File: config.mk
export PLATFORM = sky130hd
export DESIGN_NAME = alu_share_arbiter_flat
export DESIGN_NICKNAME = d
export VERILOG_FILES = /design/src/rtl/alu_share_arbiter_if.sv /design/src/rtl/alu_share_arbiter.sv /design/src/flat_wrapper.sv
export SDC_FILE = /design/constraint.sdc
export NUM_CORES = 1
export LEC_CHECK = 0
export BUFFER_PORTS_ARGS = -buffer_cell sky130_fd_sc_hd__buf_2
export CORE_AREA = 2 2 109 111
export CTS_CLUSTER_SIZE = 16
export DETAILED_ROUTE_END_ITERATION = 10
export DIE_AREA = 0 0 111 113
export GPL_TIMING_DRIVEN = 0
export HOLD_SLACK_MARGIN = 0.02
export PLACE_DENSITY = 0.69
export SYNTH_ARGS = -nofsm -noshare
export SYNTH_HDL_FRONTEND = slang
export SYNTH_SLANG_ARGS = --single-unit
File: constraint.sdc
create_clock -name clk -period 1.8 [get_ports clk]
set_input_delay 0.09 -clock clk [delete_from_list [all_inputs] [get_ports clk]]
set_output_delay 0.09 -clock clk [all_outputs]
set_load 0.03 [all_outputs]
File: src/rtl/alu_share_arbiter_if.sv
// Requester-side bus of the shared ALU arbiter: request handshake with packed
// per-requester operands, and the one-entry response buffer handshake.
interface alu_share_arbiter_if #(
  parameter int NREQ = 2,
  parameter int W    = 32
);
  logic [NREQ-1:0]   req_valid;
  logic [NREQ-1:0]   req_ready;
  logic [NREQ*W-1:0] req_a;
  logic [NREQ*W-1:0] req_b;
  logic [NREQ*4-1:0] req_op;
  logic [NREQ-1:0]   rsp_valid;
  logic [NREQ-1:0]   rsp_ready;
  logic [W-1:0]      rsp_data;

  // Requester side
  modport master (
    output req_valid, req_a, req_b, req_op, rsp_ready,
    input  req_ready, rsp_valid, rsp_data
  );

  // Arbiter side
  modport slave (
    input  req_valid, req_a, req_b, req_op, rsp_ready,
    output req_ready, rsp_valid, rsp_data
  );
endinterface

File: src/rtl/alu_share_arbiter.sv
// Round-robin arbiter sharing one combinational ALU between NREQ requesters.
// The winner's operands drive the ALU; the result lands in a one-entry
// response buffer that is released by its owner's rsp_ready. A drain and a
// new accept can share a cycle, giving one result per cycle back to back.
module alu_share_arbiter #(
  parameter int NREQ = 2,
  parameter int W    = 32,
  parameter int IDW  = $clog2(NREQ)
) (
  input  logic                 clk,
  input  logic                 rst_n,
  alu_share_arbiter_if.slave   bus,
  output logic [W-1:0]         alu_a,
  output logic [W-1:0]         alu_b,
  output logic [3:0]           alu_con,
  input  logic [W-1:0]         alu_out
);

  // One-hot decode of a requester id.
  function automatic logic [NREQ-1:0] onehot(input logic [IDW-1:0] id);
    logic [NREQ-1:0] v;
    v = '0;
    v[id] = 1'b1;
    return v;
  endfunction

  logic [IDW-1:0] ptr_r;
  logic [IDW-1:0] rsp_id_r;
  logic [W-1:0]   rsp_data_r;
  logic           full_r;

  logic [IDW-1:0] win_s;
  logic [IDW-1:0] scan_id_s;
  logic           found_s;
  logic           drain_s;
  logic           can_accept_s;
  logic           hs_s;
  logic [IDW-1:0] ptr_next_s;

  // Round-robin scan starting at ptr, wrapping modulo NREQ; first valid wins.
  always_comb begin
    found_s   = 1'b0;
    win_s     = '0;
    scan_id_s = '0;
    for (int k = 0; k < NREQ; k++) begin
      scan_id_s = IDW'((int'(ptr_r) + k) % NREQ);
      if (!found_s && bus.req_valid[scan_id_s]) begin
        found_s = 1'b1;
        win_s   = scan_id_s;
      end else begin
        found_s = found_s;
      end
    end
  end

  // Buffer release / accept decisions and the pointer advance value.
  always_comb begin
    drain_s      = full_r && bus.rsp_ready[rsp_id_r];
    can_accept_s = !full_r || drain_s;
    hs_s         = found_s && can_accept_s;
    if (win_s == IDW'(NREQ - 1)) begin
      ptr_next_s = '0;
    end else begin
      ptr_next_s = win_s + IDW'(1);
    end
  end

  // Grant and ALU operand drive from the winner; idle drives zeros.
  always_comb begin
    bus.req_ready = '0;
    alu_a         = '0;
    alu_b         = '0;
    alu_con       = 4'd0;
    if (found_s) begin
      alu_a   = bus.req_a[int'(win_s)*W +: W];
      alu_b   = bus.req_b[int'(win_s)*W +: W];
      alu_con = bus.req_op[int'(win_s)*4 +: 4];
      if (can_accept_s) begin
        bus.req_ready = onehot(win_s);
      end else begin
        bus.req_ready = '0;
      end
    end else begin
      bus.req_ready = '0;
    end
  end

  // Response outputs come straight from the buffer registers.
  always_comb begin
    bus.rsp_data = rsp_data_r;
    if (full_r) begin
      bus.rsp_valid = onehot(rsp_id_r);
    end else begin
      bus.rsp_valid = '0;
    end
  end

  // Response buffer and round-robin pointer; a new accept overrides a drain.
  always_ff @(posedge clk or negedge rst_n) begin
    if (!rst_n) begin
      full_r     <= 1'b0;
      rsp_id_r   <= '0;
      rsp_data_r <= '0;
      ptr_r      <= '0;
    end else if (hs_s) begin
      full_r     <= 1'b1;
      rsp_id_r   <= win_s;
      rsp_data_r <= alu_out;
      ptr_r      <= ptr_next_s;
    end else if (drain_s) begin
      full_r     <= 1'b0;
    end else begin
      full_r     <= full_r;
    end
  end

endmodule
File: src/flat_wrapper.sv
// flat-port wrapper written by rule: the top's interface ports become plain ports
module alu_share_arbiter_flat 
#(
  parameter int NREQ = 2,
  parameter int W    = 32,
  parameter int IDW  = $clog2(NREQ)
)
  (clk, rst_n, alu_a, alu_b, alu_con, alu_out, bus_req_valid, bus_req_a, bus_req_b, bus_req_op, bus_rsp_ready, bus_req_ready, bus_rsp_valid, bus_rsp_data);
  alu_share_arbiter_if #(.NREQ(NREQ), .W(W)) bus_i ();
  input  logic clk;
  input  logic rst_n;
  output logic [W-1:0] alu_a;
  output logic [W-1:0] alu_b;
  output logic [3:0] alu_con;
  input  logic [W-1:0] alu_out;
  input wire logic [$bits(bus_i.req_valid)-1:0] bus_req_valid;
  input wire logic [$bits(bus_i.req_a)-1:0] bus_req_a;
  input wire logic [$bits(bus_i.req_b)-1:0] bus_req_b;
  input wire logic [$bits(bus_i.req_op)-1:0] bus_req_op;
  input wire logic [$bits(bus_i.rsp_ready)-1:0] bus_rsp_ready;
  output wire logic [$bits(bus_i.req_ready)-1:0] bus_req_ready;
  output wire logic [$bits(bus_i.rsp_valid)-1:0] bus_rsp_valid;
  output wire logic [$bits(bus_i.rsp_data)-1:0] bus_rsp_data;
  assign bus_i.req_valid = bus_req_valid;
  assign bus_i.req_a = bus_req_a;
  assign bus_i.req_b = bus_req_b;
  assign bus_i.req_op = bus_req_op;
  assign bus_i.rsp_ready = bus_rsp_ready;
  assign bus_req_ready = bus_i.req_ready;
  assign bus_rsp_valid = bus_i.rsp_valid;
  assign bus_rsp_data = bus_i.rsp_data;
  alu_share_arbiter #(.NREQ(NREQ), .W(W), .IDW(IDW)) u_core (.clk(clk), .rst_n(rst_n), .bus(bus_i), .alu_a(alu_a), .alu_b(alu_b), .alu_con(alu_con), .alu_out(alu_out));
endmodule
Word level (Yosys, flattened, before mapping)
Index checks and enable logic that the tools add are counted.
{"block": "word_totals", "regBits": 35, "rom_bits": 0, "memories": 0, "latchBits": 0, "ramBits": 0, "out_inout_bits": 104}
{"block": "op_classes", "mul": 0, "mux": 23, "order_cmp": 6, "bitwise": 0, "n_div": 0, "n_reduce_logical": 9, "add_sub_neg": 2, "shifts": 3, "eq_ne": 0}
{"cell": "$shiftx A64 B7 Y32", "count": 2}
{"cell": "$mux W32", "count": 2}
{"cell": "$mux W1", "count": 15}
{"cell": "$lt A1 B2 Y1 const B", "count": 4}
{"cell": "$shiftx A8 B4 Y4", "count": 1}
{"cell": "$mux W2", "count": 3}
{"cell": "$logic_and A1 B1 Y1", "count": 5}
{"cell": "$mux W4", "count": 1}
{"cell": "$add A1 B1 Y1 const B", "count": 2}
{"cell": "$demux W1 S1", "count": 2}
{"cell": "$ge A1 B1 Y1 const B", "count": 2}
{"cell": "$logic_not A1 Y1", "count": 2}
{"cell": "$reduce_bool A2 Y1", "count": 1}
{"cell": "$logic_or A1 B1 Y1", "count": 1}

Longest topological paths before layout
{"block": "logic_depth", "word_depth": 12, "mapped_depth": 7}

Least setup slack after synthesis
Ideal clock, no wire load.
{"block": "synth_timing", "path_kind": "flip-flop to output port", "from": "register u_core.ptr_r", "to": "output port alu_a[22]", "arrival_ns": 1.758, "required_time_ns": 1.710, "path_slack_ns": -0.048, "path_stages_with_launch": 7, "path_cell_list": "dfrtp_1 > nand2b_1 > buf_6 > and2_1 > buf_4 > buf_6 > o21ai_0"}
{"block": "synth_via", "elab_chain_cells": 8, "word_cells_on_any_way": 13, "cone_classes": "add/sub: 1; shift: 1; mux: 9; reduce/logical: 2"}
{"element": "from (decl)", "line_no": "alu_share_arbiter.sv:27", "rtl": "logic [IDW-1:0] ptr_r;"}
{"element": "from (signal assigned)", "line_no": "alu_share_arbiter.sv:109", "rtl": "ptr_r <= ptr_next_s;"}
{"element": "$mux W1 (implied by the code) (2 in a row)", "line_no": "alu_share_arbiter.sv:47", "rtl": "if (!found_s && bus.req_valid[scan_id_s]) begin"}
{"element": "$mux W1", "line_no": "alu_share_arbiter.sv:47"}
{"element": "$logic_not A1 Y1", "line_no": "alu_share_arbiter.sv:47"}
{"element": "$logic_and A1 B1 Y1", "line_no": "alu_share_arbiter.sv:47"}
{"element": "$mux W1", "line_no": "alu_share_arbiter.sv:47"}
{"element": "$shiftx A64 B7 Y32", "line_no": "alu_share_arbiter.sv:75", "rtl": "alu_a = bus.req_a[int'(win_s)*W +: W];"}
{"element": "$mux W32 (*)", "line_no": "alu_share_arbiter.sv:74", "rtl": "if (found_s) begin"}
{"element": "to (decl)", "line_no": "flat_wrapper.sv:12", "rtl": "output logic [W-1:0] alu_a;"}
Every way passes the cells marked *; elsewhere a longest branch is shown, timed or not. The select of a mux whose other input is x is not followed.

Worst setup path after layout
{"block": "layout_timing", "from": "register u_core.ptr_r", "to": "output port alu_b[6]"}
{"block": "layout_via", "elab_chain_cells": 8, "word_cells_on_any_way": 13, "cone_classes": "add/sub: 1; shift: 1; mux: 9; reduce/logical: 2"}
{"element": "$mux W1 (implied by the code) (2 in a row)", "line_no": "alu_share_arbiter.sv:47"}
{"element": "$mux W1", "line_no": "alu_share_arbiter.sv:47"}
{"element": "$logic_not A1 Y1", "line_no": "alu_share_arbiter.sv:47"}
{"element": "$logic_and A1 B1 Y1", "line_no": "alu_share_arbiter.sv:47"}
{"element": "$mux W1", "line_no": "alu_share_arbiter.sv:47"}
{"element": "$shiftx A64 B7 Y32", "line_no": "alu_share_arbiter.sv:76", "rtl": "alu_b = bus.req_b[int'(win_s)*W +: W];"}
{"element": "$mux W32 (*)", "line_no": "alu_share_arbiter.sv:74"}
{"element": "to (decl)", "line_no": "flat_wrapper.sv:13", "rtl": "output logic [W-1:0] alu_b;"}
Marked as above.

==> summary.md <==
| Metric | Value |
|---|---|
| Synthesis warning total | `0` |
| CTS H-tree lvls | `2` |
| Endpoint required time on the critical path | `1.71 ns` |
| Most common cell on crit path | `buf_8` |
| Die Area | `approximately 0.013 mm^2` |
| Count of buffer and inverter cells on the critical path | `3` |
| Proportion of register bits with asynchronous set or reset after synthesis | `100%` |
| Worst slack, placed | `-0.103 ns` |
| Source-to-sink clock delay at the later pin of the worst-skew pair | `0.28 ns` |
| DRC errors left | `0` |
| Share of post-route cells with drive strength above 1 | `between 60% and 70%` |
| Final setup violating endpoints | `0` |
| Iteration-0 DRC Markers | `between 100 and 150` |
| Commonest cells in the netlist | `nand2_1, nand3_1, o21ai_0` |
| Category of the worst setup path capture point | `output port` |
| Library cells used by synthesis | `25` |
| Signed area change from the synthesized netlist to the final layout | `92.7%` |
| Max-capacitance violation count | `0` |
| Power, Total | `5410 uW` |
| Slew @ Worst Pin | `between 0.7 and 0.8 ns` |
| Count of flip-flops with a built-in enable after synthesis | `0` |
| Post-DR wirelength/cell | `16.1 um` |
| CTS clock-pin slew for the worst setup and hold paths | `roughly 0.05 ns` |
| Total overflow reported by the global router | `0` |
| Critical path depth in cells | `6` |
| Gate Count Post-Synth | `~330` |
| Total negative slack | `0 ns` |
| I/O pin cnt | `~280` |
| Synthesized Nets | `about 500` |
| Vias in the first global route | `around 3.6k` |
| Peak VDD IR | `0.910 mV` |
| Post-synthesis cell type with the largest combined area | `dfrtp_1` |
| Number of slew-limit violations in the final report | `0` |
| Length of the first detailed-routing pass in iterations | `4` |
| Total power divided by cell area | `roughly 1100 mW/mm^2` |
| ANT nets after route | `0` |
| Initial core utilization | `between 20% and 30%` |
| Cell with the largest stage delay on the worst path | `dfrtp_1` |
| Worst setup margin | `between 0.04 and 0.05 ns` |
| Ant. Diodes | `0` |
| Share of the cycle needed by the critical path after routing | `between 90% and 100%` |
| Static leakage | `about 0.0026 uW` |
| Count of fill cells added during filler insertion | `1133` |
| Count of port buffers added during placement | `roughly 280` |
| Worst slew slack as a fraction of its limit | `49.4%` |
| CP max FO | `10` |
| Final-stage net count | `approximately 790` |
| Element type at the critical path start | `flip-flop` |
| Yosys top cell area share | `around 33%` |
| Vias post-DR | `3506` |
| Top flip-flop cell by instance count after synthesis | `dfrtp_1` |
| Sink Count | `35` |
| Area of the mapped netlist | `about 0.0027 mm^2` |
| R2R depth | `4` |
| Per-cell via count in the routed design | `4.63` |
| Overall track demand over capacity in global routing | `18.5%` |
| Synth Area per Inst | `slightly above 8 um^2` |
| Worst Hold Depth | `2` |
| Placeable core area | `~0.011 mm^2` |
| TritonCTS clock tree | `built` |
| Min-Delay Path Class | `in2reg` |
| Post-route non-filler standard cell count | `758` |
| Global-route wire length before repair | `18500 um` |
| Number of register bits inferred by synthesis | `35` |
| Run status | `finished, final reports clean` |
| Placed cells | `743` |
| Sequential share of the synthesized area | `between 30% and 40%` |
| RSZ-0062 raised after global routing | `true` |
| Layout Skew | `0.00279 ns` |
| Largest net degree at the start of global routing | `36` |
| Final hold violation count | `0` |
| Width of the die | `~110 um` |
| Master cell of the clock root buffer | `clkbuf_16` |
| Highest Clock Rate | `between 0.5 and 0.6 GHz` |
| Tmin final | `about 1.8 ns` |
| Cell class contributing the biggest share of worst-path delay | `buffers and inverters` |
| Half-perimeter wire length of the detailed placement result | `8970 um` |
| Total number of placement rows | `39` |
| Detailed Route WL | `12200 um` |
| Die span in y | `113 um` |
| Longest Clk Path Bufs | `2` |
| Cts bufs inserted | `5` |
| RD Place Congestion | `0.841` |
| Critical path start-end classification | `reg2out` |
| Worst stage delay on the critical path | `around 0.38 ns` |
| Cell-by-cell listing of the critical path | `nand2b_4, buf_8, and2_4, buf_8, o21ai_1, buf_4` |
| CP Data Arrival Time | `1.66 ns` |
| Initial antenna violation count | `0` |
| Synth area leaders | `dfrtp_1, mux2_4, nand3_1, o21ai_0, nand2_1` |
## sequential cells by signal, summed over array words and instances (netlist names)
| signal | count |
|---|---|
| u_core.bus.rsp_data | 32 |
| u_core.full_r | 1 |
| u_core.ptr_r | 1 |
| u_core.rsp_id_r | 1 |
## cell families (layout without fill, tap and decap cells)
family | after synthesis | after routing | synth area share [%]
DFF | 35 | 35 | 33.0
and+or+nand+nor | 148 | 149 | 25.5
AOI/OAI and AO/OA | 73 | 73 | 14.4
muxes | 33 | 33 | 18.2
buffers and inverters | 36 | 325 | 8.95
## per-stage QoR
step	utilization (%)	area [um^2]	hold WS, ns
3_5_place_dp	37.4	4210	0.205
4_1_cts	43.3	4880	0.0383
3_3_place_gp	37.4	4210	0.197
6_report	45.4	5120	0.0452
2_1_floorplan	-	2660	-0.206
5_1_grt	45.4	5120	0.0438
## per-layer routing
metal | vias up | global-route usage [%] | share of wire [%]
met4 | 0 | 4.92 | 2.1
met2 | 187 | 34.8 | 51
met3 | 18 | 3.11 | 7.1
li1 | 1709 | - | -
met5 | - | 0 | 0
met1 | 1592 | 21.7 | 40
## report_power, final
part / internal (uW) / switching (uW)
clock network: 510 / 294
registers: 998 / 112
logic: 1490 / 2010
total: 2990 / 2410
## final cells by class
cell class	instances	area, um^2	area share (%)
Timing Repair Buffer	282	1790	35.0
Tap cell	143	179	3.50
Clock inverter	1	5.00	0.0978
Inverter	1	3.75	0.0733
Clock buffer	7	133	2.59
Sequential cell	35	876	17.1
Multi-Input combinational cell	255	1820	35.6
Buffer	34	305	5.97
## worst paths after layout
| kind | to | slack, ns | from |
|---|---|---|---|
| worst max-delay path | alu_b[6] | 0.05 | u_core.ptr_r |
| worst min-delay path | u_core.bus.rsp_data[24] | 0.05 | alu_out[24] |
| worst max register to register | u_core.bus.rsp_data[3] | 0.22 | u_core.rsp_id_r |
| worst min register to register | u_core.bus.rsp_data[15] | 0.50 | u_core.bus.rsp_data[15] |
| max in group asynchronous | u_core.bus.rsp_data[29] | 0.89 | rst_n |
| min in group asynchronous | u_core.bus.rsp_data[19] | 0.43 | rst_n |
## cell usage in the layout (no fill, tap or decap), types with 2 or more instances in the layout
master / Yosys / layout
a31oi_1: 2 / 2
and2_2: 2 / 2
and2_4: 0 / 2
buf_12: 0 / 6
buf_2: 2 / 208
buf_4: 2 / 36
buf_6: 11 / 41
buf_8: 0 / 3
clkbuf_1: 19 / 15
clkbuf_16: 0 / 6
clkbuf_4: 0 / 4
dfrtp_1: 35 / 35
mux2_2: 2 / 2
mux2_4: 30 / 30
nand2_1: 68 / 68
nand2b_1: 3 / 2
nand3_1: 68 / 68
o21ai_1: 14 / 18
o21ai_2: 0 / 42
o21ai_4: 0 / 8
## repair_timing
action	CTS	global route
hold buffers	1	0
gates resized for setup	167	65
buffers inserted	2	1
endpoints found under the setup margin	70	70
endpoints found under the hold margin	35	0
gates cloned	2	2
pin swaps	21	3
## worst reg2reg max path, cell delays in order (launching register included)
cell and delay (ns):
dfrtp_1 0.40, mux2i_1 0.21, a21oi_4 0.30, buf_6 0.23, mux2_4 0.32
Power figures use the tool's default switching activity.
